<file path="config.mk">
export PLATFORM = sky130hd
export DESIGN_NAME = setpoint_sequencer
export DESIGN_NICKNAME = d
export VERILOG_FILES = /design/src/rtl/control_pkg.sv /design/src/rtl/dwell_timer.sv /design/src/rtl/setpoint_sequencer.sv
export SDC_FILE = /design/constraint.sdc
export NUM_CORES = 1
export LEC_CHECK = 0
export ABC_AREA = 1
export CORE_ASPECT_RATIO = 0.5
export CORE_MARGIN = 5
export CORE_UTILIZATION = 54
export CTS_CLUSTER_DIAMETER = 120
export CTS_CLUSTER_SIZE = 16
export DETAILED_ROUTE_END_ITERATION = 12
export MAX_ROUTING_LAYER = met4
export PLACE_DENSITY = 0.77
export SYNTH_ARGS = -nofsm -noshare
export SYNTH_HDL_FRONTEND = slang
export SYNTH_SLANG_ARGS = --single-unit
</file>
<file path="constraint.sdc">
create_clock -name clock -period 2 [get_ports clock]
set_input_delay 0.3 -clock clock [delete_from_list [all_inputs] [get_ports clock]]
set_output_delay 0.3 -clock clock [all_outputs]
set_load 0.01 [all_outputs]
</file>
<file path="src/rtl/control_pkg.sv">
// rtl/control_pkg.sv - shared state encoding for the setpoint sequencer
package control_pkg;

  typedef enum logic [1:0] {
    ST_IDLE  = 2'd0,
    ST_SEEK  = 2'd1,
    ST_DWELL = 2'd2,
    ST_DONE  = 2'd3
  } state_t;

endpackage

</file>
<file path="src/rtl/dwell_timer.sv">
// rtl/dwell_timer.sv - loadable dwell down-counter with zero flag
// Load wins over counting; the counter parks at zero instead of wrapping.
module dwell_timer #(
  parameter int width = 16
) (
  input  logic             clock,
  input  logic             reset,
  input  logic             i_load,
  input  logic [width-1:0] i_load_value,
  input  logic             i_count_en,
  output logic             o_zero
);

  localparam logic [width-1:0] one = width'(1);

  logic [width-1:0] r_count;

  always_ff @(posedge clock) begin
    if (reset) begin
      r_count <= '0;
    end else if (i_load) begin
      r_count <= i_load_value;
    end else if (i_count_en && (r_count != '0)) begin
      r_count <= r_count - one;
    end
  end

  assign o_zero = (r_count == '0);

endmodule

</file>
<file path="src/rtl/setpoint_sequencer.sv">
// rtl/setpoint_sequencer.sv - steps a follower through stored setpoints with dwell
// Build option SETPOINT_SEQUENCER_LOOP_EN: wrap from the last slot back to slot 0 instead of finishing.
module setpoint_sequencer
  import control_pkg::*;
#(
  parameter int                   bitwidth       = 8,
  parameter int                   depth          = 4,
  parameter int                   dwell_bitwidth = 16,
  parameter logic [bitwidth-1:0]  initial_value  = '0
) (
  input  logic                      clock,
  input  logic                      reset,
  input  logic                      write_enable,
  input  logic [$clog2(depth)-1:0]  write_address,
  input  logic [bitwidth-1:0]       write_data,
  input  logic [dwell_bitwidth-1:0] dwell_cycles,
  input  logic                      start,
  input  logic                      abort,
  input  logic [bitwidth-1:0]       actual_value,
  output logic [bitwidth-1:0]       target_value,
  output logic [$clog2(depth)-1:0]  index,
  output logic                      busy,
  output logic                      done
);

  localparam int aw = $clog2(depth);
  localparam logic [aw-1:0] last_index = aw'(depth - 1);
  localparam logic [aw-1:0] one_index  = aw'(1);

  logic [bitwidth-1:0] r_slots [depth];

  state_t              r_state;
  state_t              w_next_state;
  logic [bitwidth-1:0] r_target;
  logic [bitwidth-1:0] w_next_target;
  logic [aw-1:0]       r_index;
  logic [aw-1:0]       w_next_index;
  logic [aw-1:0]       w_index_inc;
  logic                r_busy;
  logic                r_done;
  logic                w_timer_load;
  logic                w_timer_zero;

  // Slots are deliberately outside reset so a reset keeps the programmed profile.
  always_ff @(posedge clock) begin
    if (!reset && write_enable) begin
      r_slots[write_address] <= write_data;
    end
  end

  dwell_timer #(
    .width (dwell_bitwidth)
  ) u_dwell_timer (
    .clock        (clock),
    .reset        (reset),
    .i_load       (w_timer_load),
    .i_load_value (dwell_cycles),
    .i_count_en   (r_state == ST_DWELL),
    .o_zero       (w_timer_zero)
  );

  assign w_index_inc = r_index + one_index;

  always_comb begin
    w_next_state  = r_state;
    w_next_target = r_target;
    w_next_index  = r_index;
    w_timer_load  = 1'b0;
    if (abort) begin
      w_next_state  = ST_IDLE;
      w_next_target = actual_value;
    end else begin
      case (r_state)
        ST_IDLE, ST_DONE: begin
          if (start) begin
            w_next_state  = ST_SEEK;
            w_next_index  = '0;
            w_next_target = r_slots[0];
          end
        end
        ST_SEEK: begin
          if (actual_value == r_target) begin
            w_timer_load = 1'b1;
            w_next_state = ST_DWELL;
          end
        end
        ST_DWELL: begin
          if (w_timer_zero) begin
            if (r_index != last_index) begin
              w_next_state  = ST_SEEK;
              w_next_index  = w_index_inc;
              w_next_target = r_slots[w_index_inc];
            end else begin
`ifdef SETPOINT_SEQUENCER_LOOP_EN
              w_next_state  = ST_SEEK;
              w_next_index  = '0;
              w_next_target = r_slots[0];
`else
              w_next_state  = ST_DONE;
`endif
            end
          end
        end
        default: begin
          w_next_state = ST_IDLE;
        end
      endcase
    end
  end

  always_ff @(posedge clock) begin
    if (reset) begin
      r_state  <= ST_IDLE;
      r_target <= initial_value;
      r_index  <= '0;
      r_busy   <= 1'b0;
      r_done   <= 1'b0;
    end else begin
      r_state  <= w_next_state;
      r_target <= w_next_target;
      r_index  <= w_next_index;
      r_busy   <= (w_next_state == ST_SEEK) || (w_next_state == ST_DWELL);
      r_done   <= (w_next_state == ST_DONE);
    end
  end

  assign target_value = r_target;
  assign index        = r_index;
  assign busy         = r_busy;
  assign done         = r_done;

endmodule

</file>
==> out/qor.csv <==
metric,value,unit
post-synth top area cell,edfxtp_1,
first-pass GRT wire length,12.7,mm
top-count cell post-synth,nand2_1,
Root Buffer,clkbuf_16,
CP cell instances,inv_1 > ha_1 > nand3_1 > nor2_1 > nand3b_1 > nand3_1 > nand3_1 > nand3_1 > inv_1 > ha_1 > inv_1 > nor2_1,
Site Rows,20,
critical path data required time,2.22,ns
drt first-iter violations,219,
Synth Register Bits,62,
CP top delay family,simple AND/OR/NAND/NOR gates,
final design utilization,71.8,%
total number of H-tree levels,3,
Area Overhead vs Synth,29.6,%
Internal Power,2.42,mW
"top cells by area, synth","edfxtp_1, dfxtp_1, nand2_1",
total global routing overflow,0,
pre-CTS WS,-0.0304,ns
syn_area_per_cell,7.64,um2
Synth cell types,32,
R2R Path End,busy$_SDFF_PP0_,
cell mode on critical path,nand3_1,
CTS sink cnt,62,
layout cells sized above 1,10.8,%
synthesized instance count,437,
syn_nets,482,
WS Path Type,reg2reg,
Switching Fraction,24.3,%
Final #Nets,550,
routability congestion estimate,0.855,
RSZ-0062 raised after global routing,no,
mapped cell area,3340,um2
fmax,561,MHz
Finished Cell Area,4330,um2
final setup fails,0,
die height,65.6,um
Starting Density,55.4,%
Vias/cell,5.13,
final hold vios,0,
"Top FF cell, synth",edfxtp_1,
final slew viol count,0,
Remaining DRCs,0,
Critical Path Sink Type,flip-flop,
"slowest stage delay, CP",0.32,ns
Switch Pwr,775,uW
Total Negative Setup Slacks,0,ns
Reg-to-Reg Start,u_dwell_timer.r_count[0]$_SDFFE_PP0P_,
hold path start,index[1]$_SDFFE_PP0P_,
Clock transition at path regs,0.05,ns
Port Buffers,50,
via count,3066,
total track usage,21.3,%
DR pass1 iterations,5,
CP max FO,3,
slew of the pin with the lowest slew margin,0.346,ns
Critical Path Start Type,flip-flop,
slowest CP cell,dfxtp_1,
clock group share of total power,43.0,%
Num CTS Buffers,9,
HPWL after DPL,5.55,mm
# IOs,51,
WL final,7.73,mm
Clock Path Buffers,2,
PwrDens,738,nW/um2
Hold Crit Class,reg2reg,
Leak,1.97,nW
Final Cycle Share,89.1,%
"EDFF count, synth",32,
largest net degree at the start of global routing,33,
R2R setup slack,0.22,ns
Buffers & Inverters on Critical Path,3,
die area,7950,um2
Synth async-reset ratio,0,%
vias in the first global route,2888,
combinational fraction of design power,12.9,%
Reg power frac,44.1,%
Chip Width,121,um
fin crit period,1.78,ns
CORE AREA,6030,um2
Yosys top cell area share,28.8,%
antenna violations before repair,0,
"top cells by count, synth","nand2_1, nor2_1, nand3_1, inv_1, edfxtp_1",
setup ws final,0.217,ns
WP data arrival,2.00,ns
DR WL/cell,12.9,um
clk_skew,0.00388,ns
fin cells,598,
worst r2r path cells,12,
MaxCap Viol Count,0,
worst vdd ir,0.511,mV
Inst Count DP,582,
relative max-transition margin,76.7,%
sequential fraction of the synthesis area,46.7,%
Hold Path End,index[1]$_SDFFE_PP0P_,
worst skew pair latency,0.33,ns
TritonCTS clock tree,built,
placed cell area,4060,um2
post-route ant nets,0,
outcome,"complete, no violations",
number of diodes,0,
Yosys warning count,0,
fillcell total,496,
Hold Crit Depth,2,
==> logic make-up (layout without fill, tap and decap cells) <==
family | count (synthesis) | in the layout | share of synthesized area [%]
and+or+nand+nor | 233 | 233 | 30.7
buffers and inverters | 70 | 143 | 8.65
DFF | 62 | 62 | 46.7
AOI/OAI and AO/OA | 55 | 55 | 8.76
xor gates and xnor gates | 11 | 11 | 2.88
adders and majority gates | 6 | 6 | 2.25
==> area by class of cell <==
cell class | instances | area (um2) | area share, %
well taps | 88 | 110 | 2.54
multi-input cells | 305 | 1490 | 34.5
repair buffers | 72 | 691 | 16.0
clock inverters | 6 | 38.8 | 0.896
clock buffers | 10 | 229 | 5.29
flip-flops and latches | 62 | 1560 | 36.1
inverters | 55 | 206 | 4.77
==> layer usage <==
metal  wire length [um]  global-route usage [%]  part of all wire (%)
met1               3450                    24.0                    45
met2               3770                    37.5                    49
met3                457                    5.59                   5.9
met4                 63                    7.26                  0.81
met5                  0                       -                     0
==> worst max path at each step <==
| stage | from | to | slack, ns | cells after the start |
|---|---|---|---|---|
| 6_report | u_dwell_timer.r_count[0]$_SDFFE_PP0P_ | busy$_SDFF_PP0_ | 0.22 | 12 |
| 5_1_grt | r_state[0]$_SDFF_PP0_ | target_value[4]$_SDFFE_PP0P_ | 0.06 | 11 |
| 2_1_floorplan | r_state[0]$_SDFF_PP0_ | busy$_SDFF_PP0_ | 0.38 | 11 |
| 4_1_cts | r_state[0]$_SDFF_PP0_ | target_value[4]$_SDFFE_PP0P_ | 0.17 | 11 |
| 3_3_place_gp | actual_value[6] | busy$_SDFF_PP0_ | 0.04 | 13 |
| 3_5_place_dp | actual_value[2] | busy$_SDFF_PP0_ | -0.03 | 13 |
==> power groups by stage <==
stage | combinational (mW) | clock (mW) | sequential (mW)
after CTS | 0.411 | 1.40 | 1.41
after global placement | 0.403 | 0 | 1.43
after global routing | 0.453 | 1.48 | 1.41
after detailed placement | 0.409 | 0 | 1.43
final | 0.411 | 1.37 | 1.41
after floorplan | 0.188 | 0 | 1.44
==> per-stage QoR <==
step	power, mW	hold WS (ns)
floorplan	1.63	0.399
global placement	1.84	0.477
detailed placement	1.84	0.484
CTS	3.22	0.492
global route	3.35	0.533
finish	3.19	0.483
==> placed cells by master (no fill, tap or decap), drive strengths merged, types with 4 or more instances in the layout <==
master and n:
nor2 62, nor3 9, o21ai 31, clkdlybuf4s50 50, nand3 57, xnor2 8
inv 55, nand2 96, a21oi 17, ha 6, edfxtp 32, dfxtp 30
buf 22, clkinv 4, clkbuf 10
==> worst register-to-register path: stages (launching register included) <==
cell	delay [ns]
dfxtp_1	0.32
inv_1	0.10
ha_1	0.17
nand3_1	0.08
nor2_1	0.17
nand3b_1	0.16
nand3_1	0.12
nand3_1	0.08
nand3_1	0.09
inv_1	0.05
ha_1	0.26
inv_1	0.05
nor2_1	0.03
==> sequential cells by signal (all words and copies together) (netlist names) <==
| name | cells |
|---|---|
| r_state | 2 |
| r_slots | 32 |
| index | 2 |
| u_dwell_timer.r_count | 16 |
| done | 1 |
| busy | 1 |
| target_value | 8 |
==> repair_timing <==
item / in CTS / in global routing
hold buffers: 0 / 0
endpoints found under the setup margin: 0 / 1
setup buffers: 0 / 0
gates resized for setup: 0 / 1
(Power assumes the default switching activity.)
